`config.mk`:
```
export PLATFORM = sky130hd
export DESIGN_NAME = disp_class_fifo_flat
export DESIGN_NICKNAME = d
export VERILOG_FILES = /design/src/rtl/disp_pkg.sv /design/src/rtl/disp_class_fifo_if.sv /design/src/rtl/fifo_fwft.sv /design/src/rtl/disp_class_fifo.sv /design/src/flat_wrapper.sv
export SDC_FILE = /design/constraint.sdc
export NUM_CORES = 1
export LEC_CHECK = 0
export ABC_AREA = 1
export CORE_MARGIN = 2
export CORE_UTILIZATION = 40
export DETAILED_ROUTE_END_ITERATION = 8
export PLACE_DENSITY = 0.64
export REMOVE_ABC_BUFFERS = 1
export SKIP_CTS_REPAIR_TIMING = 1
export SYNTH_ARGS = -nofsm -noshare
export SYNTH_HDL_FRONTEND = slang
export SYNTH_HIERARCHICAL = 1
export SYNTH_SLANG_ARGS = --single-unit
```
`constraint.sdc`:
```
create_clock -name clk -period 7.6 [get_ports clk]
set_input_delay 1.52 -clock clk [delete_from_list [all_inputs] [get_ports clk]]
set_output_delay 1.52 -clock clk [all_outputs]
set_load 0.05 [all_outputs]
```
`src/rtl/disp_pkg.sv`:
```
// Shared defaults and helpers for the class-dispatch FIFO block.
package disp_pkg;

  localparam int unsigned DEF_DATA_SIZE = 10;
  localparam int unsigned DEF_MAIN_SIZE = 8;
  localparam int unsigned DEF_NUM_CH    = 4;
  localparam int unsigned DEF_DEPTH     = 4;

  function automatic int unsigned clog2(input int unsigned v);
    int unsigned r;
    r = 0;
    while ((64'd1 << r) < 64'(v)) r++;
    return r;
  endfunction

endpackage

```
`src/rtl/disp_class_fifo_if.sv`:
```
// Word/pop request side and per-channel status side of the dispatcher.
interface disp_class_fifo_if #(
  parameter int unsigned DATA_SIZE = 10,
  parameter int unsigned MAIN_SIZE = 8,
  parameter int unsigned NUM_CH    = 4
);
  logic [DATA_SIZE-1:0]        in;
  logic                        valid;
  logic [NUM_CH-1:0]           pop;
  logic                        err_clr;
  logic [NUM_CH*MAIN_SIZE-1:0] out;
  logic [NUM_CH-1:0]           out_valid;
  logic [NUM_CH-1:0]           full;
  logic [NUM_CH-1:0]           almost_full;
  logic [NUM_CH-1:0]           err_full;
  logic [NUM_CH-1:0]           err_under;
  logic                        err_class;

  modport master (
    output in, valid, pop, err_clr,
    input  out, out_valid, full, almost_full, err_full, err_under, err_class
  );

  modport slave (
    input  in, valid, pop, err_clr,
    output out, out_valid, full, almost_full, err_full, err_under, err_class
  );
endinterface

```
`src/rtl/fifo_fwft.sv`:
```
// First-word-fall-through FIFO with a registered head word and registered flags.
module fifo_fwft
  import disp_pkg::*;
#(
  parameter int unsigned WIDTH = 8,
  parameter int unsigned DEPTH = 4,
  localparam int unsigned PTR_W = clog2(DEPTH),
  localparam int unsigned CNT_W = PTR_W + 1
) (
  input  logic             clk,
  input  logic             reset,
  input  logic             push,
  input  logic             pop,
  input  logic [WIDTH-1:0] din,
  output logic [WIDTH-1:0] dout,
  output logic             empty,
  output logic             full,
  output logic             almost_full,
  output logic [CNT_W-1:0] count
);

  logic [WIDTH-1:0] mem [DEPTH];
  logic [PTR_W-1:0] rptr, wptr, rptr_inc;
  logic [CNT_W-1:0] count_n;
  logic [WIDTH-1:0] head_n;
  logic             do_push, do_pop;

  // A full FIFO still accepts a push when the head leaves in the same cycle.
  always_comb begin
    do_pop   = pop && !empty;
    do_push  = push && (!full || do_pop);
    rptr_inc = rptr + PTR_W'(1);
    count_n  = count + CNT_W'(do_push) - CNT_W'(do_pop);
    head_n   = dout;
    if (count_n == '0)
      head_n = '0;
    else if (do_pop)
      head_n = (count > CNT_W'(1)) ? mem[rptr_inc] : din;
    else if (empty && do_push)
      head_n = din;
  end

  always_ff @(posedge clk) begin
    if (do_push) mem[wptr] <= din;
  end

  always_ff @(posedge clk or posedge reset) begin
    if (reset) begin
      rptr        <= '0;
      wptr        <= '0;
      count       <= '0;
      dout        <= '0;
      empty       <= 1'b1;
      full        <= 1'b0;
      almost_full <= 1'b0;
    end else begin
      if (do_pop)  rptr <= rptr_inc;
      if (do_push) wptr <= wptr + PTR_W'(1);
      count       <= count_n;
      dout        <= head_n;
      empty       <= (count_n == '0);
      full        <= (count_n == CNT_W'(DEPTH));
      almost_full <= (count_n >= CNT_W'(DEPTH - 1));
    end
  end

endmodule

```
`src/rtl/disp_class_fifo.sv`:
```
// Routes each valid word to the FIFO selected by its class field; keeps sticky error flags.
module disp_class_fifo
  import disp_pkg::*;
#(
  parameter int unsigned DATA_SIZE = DEF_DATA_SIZE,
  parameter int unsigned MAIN_SIZE = DEF_MAIN_SIZE,
  parameter int unsigned NUM_CH    = DEF_NUM_CH,
  parameter int unsigned DEPTH     = DEF_DEPTH
) (
  input logic              clk,
  input logic              reset,
  disp_class_fifo_if.slave bus
);

  localparam int unsigned CLASS_W = DATA_SIZE - MAIN_SIZE;
  localparam int unsigned CNT_W   = clog2(DEPTH) + 1;

  logic [CLASS_W-1:0]   cls;
  logic                 class_ok;
  logic [NUM_CH-1:0]    push_req, full_ev, under_ev;
  logic [MAIN_SIZE-1:0] dout_a  [NUM_CH];
  logic [CNT_W-1:0]     count_a [NUM_CH];
  logic                 empty_a [NUM_CH];
  logic                 full_a  [NUM_CH];
  logic                 afull_a [NUM_CH];
  logic [NUM_CH-1:0]    err_full_q, err_under_q;
  logic                 err_class_q;

  // Class decode plus the error events seen this cycle.
  always_comb begin
    cls      = bus.in[DATA_SIZE-1:MAIN_SIZE];
    class_ok = ({1'b0, cls} < (CLASS_W + 1)'(NUM_CH));
    push_req = '0;
    full_ev  = '0;
    under_ev = '0;
    for (int k = 0; k < int'(NUM_CH); k++) begin
      push_req[k] = bus.valid && class_ok && (cls == CLASS_W'(k));
      full_ev[k]  = push_req[k] && (count_a[k] == CNT_W'(DEPTH)) && !bus.pop[k];
      under_ev[k] = bus.pop[k] && empty_a[k];
    end
  end

  for (genvar k = 0; k < int'(NUM_CH); k++) begin : gen_ch
    fifo_fwft #(
      .WIDTH(MAIN_SIZE),
      .DEPTH(DEPTH)
    ) u_fifo (
      .clk        (clk),
      .reset      (reset),
      .push       (push_req[k]),
      .pop        (bus.pop[k]),
      .din        (bus.in[MAIN_SIZE-1:0]),
      .dout       (dout_a[k]),
      .empty      (empty_a[k]),
      .full       (full_a[k]),
      .almost_full(afull_a[k]),
      .count      (count_a[k])
    );
  end

  // A new event wins over a simultaneous clear.
  always_ff @(posedge clk or posedge reset) begin
    if (reset) begin
      err_full_q  <= '0;
      err_under_q <= '0;
      err_class_q <= 1'b0;
    end else begin
      err_full_q  <= (err_full_q  & {NUM_CH{!bus.err_clr}}) | full_ev;
      err_under_q <= (err_under_q & {NUM_CH{!bus.err_clr}}) | under_ev;
      err_class_q <= (err_class_q && !bus.err_clr) || (bus.valid && !class_ok);
    end
  end

  always_comb begin
    bus.out         = '0;
    bus.out_valid   = '0;
    bus.full        = '0;
    bus.almost_full = '0;
    for (int k = 0; k < int'(NUM_CH); k++) begin
      bus.out[k*MAIN_SIZE +: MAIN_SIZE] = dout_a[k];
      bus.out_valid[k]   = !empty_a[k];
      bus.full[k]        = full_a[k];
      bus.almost_full[k] = afull_a[k];
    end
    bus.err_full  = err_full_q;
    bus.err_under = err_under_q;
    bus.err_class = err_class_q;
  end

endmodule

```
`src/flat_wrapper.sv`:
```
// flat-port wrapper written by rule: the top's interface ports become plain ports
module disp_class_fifo_flat import disp_pkg::*;
#(
  parameter int unsigned DATA_SIZE = DEF_DATA_SIZE,
  parameter int unsigned MAIN_SIZE = DEF_MAIN_SIZE,
  parameter int unsigned NUM_CH    = DEF_NUM_CH,
  parameter int unsigned DEPTH     = DEF_DEPTH
)
  (clk, reset, bus_in, bus_valid, bus_pop, bus_err_clr, bus_out, bus_out_valid, bus_full, bus_almost_full, bus_err_full, bus_err_under, bus_err_class);
  disp_class_fifo_if #(.DATA_SIZE(DATA_SIZE), .MAIN_SIZE(MAIN_SIZE), .NUM_CH(NUM_CH)) bus_i ();
  input logic clk;
  input logic reset;
  input wire logic [$bits(bus_i.in)-1:0] bus_in;
  input wire logic [$bits(bus_i.valid)-1:0] bus_valid;
  input wire logic [$bits(bus_i.pop)-1:0] bus_pop;
  input wire logic [$bits(bus_i.err_clr)-1:0] bus_err_clr;
  output wire logic [$bits(bus_i.out)-1:0] bus_out;
  output wire logic [$bits(bus_i.out_valid)-1:0] bus_out_valid;
  output wire logic [$bits(bus_i.full)-1:0] bus_full;
  output wire logic [$bits(bus_i.almost_full)-1:0] bus_almost_full;
  output wire logic [$bits(bus_i.err_full)-1:0] bus_err_full;
  output wire logic [$bits(bus_i.err_under)-1:0] bus_err_under;
  output wire logic [$bits(bus_i.err_class)-1:0] bus_err_class;
  assign bus_i.in = bus_in;
  assign bus_i.valid = bus_valid;
  assign bus_i.pop = bus_pop;
  assign bus_i.err_clr = bus_err_clr;
  assign bus_out = bus_i.out;
  assign bus_out_valid = bus_i.out_valid;
  assign bus_full = bus_i.full;
  assign bus_almost_full = bus_i.almost_full;
  assign bus_err_full = bus_i.err_full;
  assign bus_err_under = bus_i.err_under;
  assign bus_err_class = bus_i.err_class;
  disp_class_fifo #(.DATA_SIZE(DATA_SIZE), .MAIN_SIZE(MAIN_SIZE), .NUM_CH(NUM_CH), .DEPTH(DEPTH)) u_core (.clk(clk), .reset(reset), .bus(bus_i));
endmodule
```
==> results.md <==
- The DRC violations left is 0.
- The fraction of final layout cells sized beyond drive strength 1 is 0.07257.
- The CTS tree is yes.
- The detailed-route wire length is around 21000 um.
- Clock-pin slew was measured on the worst setup and hold paths at approximately 60 ps.
- The via count of the first global-routing pass is between 6000 and 7000.
- In this design, the critical path's most frequently occurring cell is sky130_fd_sc_hd__inv_1.
- The multi-input combinational cell area is 0.003232 mm2.
- Setup repair after global routing left no endpoint under its margin.
- The placeable core region is ~0.024 mm2.
- The sequential standard cell area is 0.005876 mm2.
- In the final routed layout, each cell accounts on average for 13.75 um.
- Measured along the x axis, the die boundary spans ~160 um.
- The critical path's slowest cell is sky130_fd_sc_hd__clkdlybuf4s50_1.
- The count of nets left with antenna violations once routing finished came out at 0.
- The first routing iteration left approximately 280 violations.
- Compared with the post-synthesis result, the final layout area differs by 17.57%.
- The initial core utilization is 0.4099.
- The number of antenna violations at the first check in global routing came to 0.
- The overall fraction of global-route tracks in use is 0.1636.
- The run finished with clean final reports.
- The number of inserted filler cells in the final layout is approximately 2300.
- The post-route clock period utilization is 0.5353.
- The count of final max-slew check failures is 0.
- The I/O pin count is a little over 70.
- The reported max-cap violation count is 0.
- The die covers 0.02635 mm2.
- The yosys synthesis warning count is 6.
- With fillers left out, the area of the finished cells amounts to about 0.012 mm2.
- The worst-case IR drop observed on VDD is 0.2182 mV.
- The fraction of met2 tracks used by global routing is 0.2611.
- The number of inserted diodes is 0.
- The data arrival time of the worst path is 4470 ps.
- The post-synthesis instance total is 1081.
- After detailed routing, the number of vias per cell comes to 4.421.
- The detailed-placement wirelength estimate is roughly 14000 um.
- Synthesis inferred approximately 210 register bits.
- No sink is reached through more buffers than the 3 on the longest clock path.
- The H-tree depth is 1.
- The maximum number of pins on one net before global-route repair is 21.
- Power spread over the standard cell area amounts to around 400 mW/mm2.
- The post-route setup TNS is 0 ps.
- Counting distinct cell types in the post-synthesis netlist gives 25.
- The minimum period implied by the final worst setup slack is a little over 4000 ps.
- The worst setup path is of the input port to flop kind.
- The min-delay analysis places its worst path in the category flop to flop.
- The total global routing overflow is 0.
- For the worst setup path, the data required time is 8000 ps.
- Static timing analysis puts the maximum clock frequency at around 250 MHz.
- The clock arrives with between 8 and 9 ps of skew.
- Counting the buffers created by CTS gives 23.
- The post-route non-filler standard cell count is between 1500 and 2000.
- The peak-usage layer in the global routing report is met2.
- For the pin with the worst max-slew slack, the measured transition is 985.8 ps.
- The number of failing hold endpoints at the final stage is 0.
- CTS placed an instance of sky130_fd_sc_hd__clkbuf_16 at the clock tree root.
- The critical path's top delay family is adder cells.
- The worst slew margin relative to its limit is 0.3408.
- The total vias in the final route is around 6700.
- Setup violations remaining at the end of the flow were counted as 0.
- Counting both buffers and inverters, the worst setup path holds a total of 4.
- The synthesized netlist occupies a cell area of approximately 0.01 mm2.
- Counting every sink on the clock net gives 209.
- The routing usage on met3 is 0.01884.
- The net count of the finished layout is ~1200.
- Dividing the synthesized area by the synthesized cell count gives just over 9 um2.
- The clock latency on the worst-skew pair is just over 500 ps.
- For this design the static power due to leakage is between 5 and 6 nW.
- The final weighted congestion of routability-driven global placement is between 0.7 and 0.8.
- Once placement finished, the instance area stood at approximately 0.011 mm2.
- For this run, global-route usage on met1 was measured as 0.2379.
- The highest net fanout along the worst path is 8.
- The critical path endpoint category is a flop.
- The signal on the critical path passes through clkdlybuf4s50_1, nand2_1, nor2_1, o21ai_2, ha_1, inv_1, ha_1, fa_1, nor2_1, inv_1, nor2_4, inv_1, nand3_1, nand2_1.
- At the end of the flow the core is filled with cells to 0.4819.
- From bottom edge to top edge, the die measures between 150 and 200 um.
- The row count is 57.
- During placement, the flow inserted port buffers numbering 70.
- The share of the Yosys chip area taken by registers is 0.5860.
- Before antenna repair, the detailed router went through 7 iterations.
- The peak per-stage delay on the critical path is between 400 and 500 ps.
- The first global-routing pass estimated roughly 34000 um of wire.
- STA classifies the critical path startpoint as an input port.
- The cell count after placement is approximately 1500.
## worst register-to-register path, cell delays in order, from the launching register on
cell                      delay, ps
sky130_fd_sc_hd__dfstp_2        580
sky130_fd_sc_hd__nor2_4         100
sky130_fd_sc_hd__o21ai_2        360
sky130_fd_sc_hd__ha_1           300
sky130_fd_sc_hd__inv_1           50
sky130_fd_sc_hd__ha_1           150
sky130_fd_sc_hd__fa_1           440
sky130_fd_sc_hd__nor2_1         120
sky130_fd_sc_hd__inv_1           80
sky130_fd_sc_hd__nor2_4         200
sky130_fd_sc_hd__inv_1          170
sky130_fd_sc_hd__nand3_1        120
sky130_fd_sc_hd__nand2_1         70
## sequential cells by signal, indices dropped and copies added (netlist names)
name and cells:
u_core/gen_ch.u_fifo/mem 128, u_core/gen_ch.u_fifo/dout 32, u_core/gen_ch.u_fifo/count 12, u_core/gen_ch.u_fifo/rptr 8, u_core/gen_ch.u_fifo/wptr 8, u_core/bus.err_full 4, u_core/bus.err_under 4, u_core/gen_ch.u_fifo/almost_full 4
u_core/gen_ch.u_fifo/empty 4, u_core/gen_ch.u_fifo/full 4, u_core/bus.err_class 1
## cells in the final DEF (no fill, tap or decap), types with 24 or more instances in the layout
cell type                         synthesis  routed
sky130_fd_sc_hd__clkbuf_16                0      24
sky130_fd_sc_hd__edfxtp_1               128     128
sky130_fd_sc_hd__nand2_1                426     426
sky130_fd_sc_hd__nand3_1                 66      66
sky130_fd_sc_hd__ha_1                    32      32
sky130_fd_sc_hd__nor2_1                  42      42
sky130_fd_sc_hd__clkdlybuf4s50_1          0      70
sky130_fd_sc_hd__inv_1                  221     221
sky130_fd_sc_hd__dfrtp_1                 77      77
## synthesized netlist by cell type
| cell | instances | share of area |
|---|---|---|
| sky130_fd_sc_hd__nand2_1 | 426 | 0.16 |
| sky130_fd_sc_hd__inv_1 | 221 | 0.083 |
| sky130_fd_sc_hd__edfxtp_1 | 128 | 0.38 |
| sky130_fd_sc_hd__dfrtp_1 | 77 | 0.19 |
| sky130_fd_sc_hd__nand3_1 | 66 | 0.033 |
| sky130_fd_sc_hd__nor2_1 | 42 | 0.016 |
| sky130_fd_sc_hd__ha_1 | 32 | 0.040 |
| sky130_fd_sc_hd__a21oi_1 | 8 | 0.0040 |
| sky130_fd_sc_hd__buf_2 | 8 | 0.0040 |
| sky130_fd_sc_hd__inv_2 | 8 | 0.0030 |
| sky130_fd_sc_hd__nand2_2 | 8 | 0.0050 |
| sky130_fd_sc_hd__nor2_4 | 8 | 0.0090 |
| sky130_fd_sc_hd__xor2_1 | 8 | 0.0070 |
| sky130_fd_sc_hd__a31oi_4 | 4 | 0.0085 |
| sky130_fd_sc_hd__clkinv_2 | 4 | 0.0020 |
| sky130_fd_sc_hd__dfstp_2 | 4 | 0.010 |
| sky130_fd_sc_hd__fa_1 | 4 | 0.0080 |
| sky130_fd_sc_hd__nand2_4 | 4 | 0.0045 |
| sky130_fd_sc_hd__nand3_4 | 4 | 0.0070 |
| sky130_fd_sc_hd__nor2_8 | 4 | 0.0080 |
| sky130_fd_sc_hd__o21ai_2 | 4 | 0.0035 |
| sky130_fd_sc_hd__xnor2_2 | 4 | 0.0065 |
| sky130_fd_sc_hd__a22o_1 | 2 | 0.0017 |
| sky130_fd_sc_hd__o21ai_0 | 2 | 0.0010 |
| sky130_fd_sc_hd__nor2_2 | 1 | 0.00062 |
## through the flow
stage / hold WS [ps] / setup WS [ps] / total power [mW]
after floorplan: 508.2 / 3880 / 3.126
after global routing: 525.7 / 3349 / 5.031
after CTS: 481.9 / 3538 / 4.738
after global placement: 462.3 / 3089 / 3.659
final: 478.3 / 3531 / 4.690
after detailed placement: 465.9 / 3015 / 3.692
## final timing paths
path,start,to,slack (ps),depth (start not counted)
max,bus_valid,u_core/gen_ch[0].u_fifo/dout[0],3530,14
min,u_core/bus.err_full[2],u_core/bus.err_full[2],480,2
max reg2reg,u_core/gen_ch[2].u_fifo/empty,u_core/gen_ch[2].u_fifo/dout[5],4740,12
min reg2reg,u_core/bus.err_full[2],u_core/bus.err_full[2],480,2
max in group asynchronous,reset,u_core/gen_ch[3].u_fifo/dout[7],5530,2
min in group asynchronous,reset,u_core/bus.err_class,1530,2
## cell families after synthesis
group / count (synthesis) / synth area share
xor+xnor: 12 / 0.01348
buf+inv: 241 / 0.09172
simple gates: 563 / 0.2422
flops: 209 / 0.5860
compound gates: 20 / 0.01872
fa+ha+maj: 36 / 0.04792
## power by group
part	switching, mW	internal, mW	total (mW)
registers	0.196	1.45	1.64
clock network	0.428	0.596	1.02
logic	1.36	0.658	2.02
## layer usage
metal  vias to the layer above  share of wire
li1                       3461              -
met3                        31          0.034
met4                         0          0.024
met1                      3062           0.49
met2                       118           0.45
met5                         -              0
## area by class of cell
| type | instances | area share |
|---|---|---|
| timing repair buffer | 70 | 0.05944 |
| sequential | 209 | 0.4984 |
| multi-input combinational | 631 | 0.2741 |
| tap | 324 | 0.03439 |
| clock inverter | 9 | 0.003502 |
| clock buffer | 33 | 0.05551 |
| inverter | 233 | 0.07461 |
No activity file was read; power rests on OpenSTA's default activity.
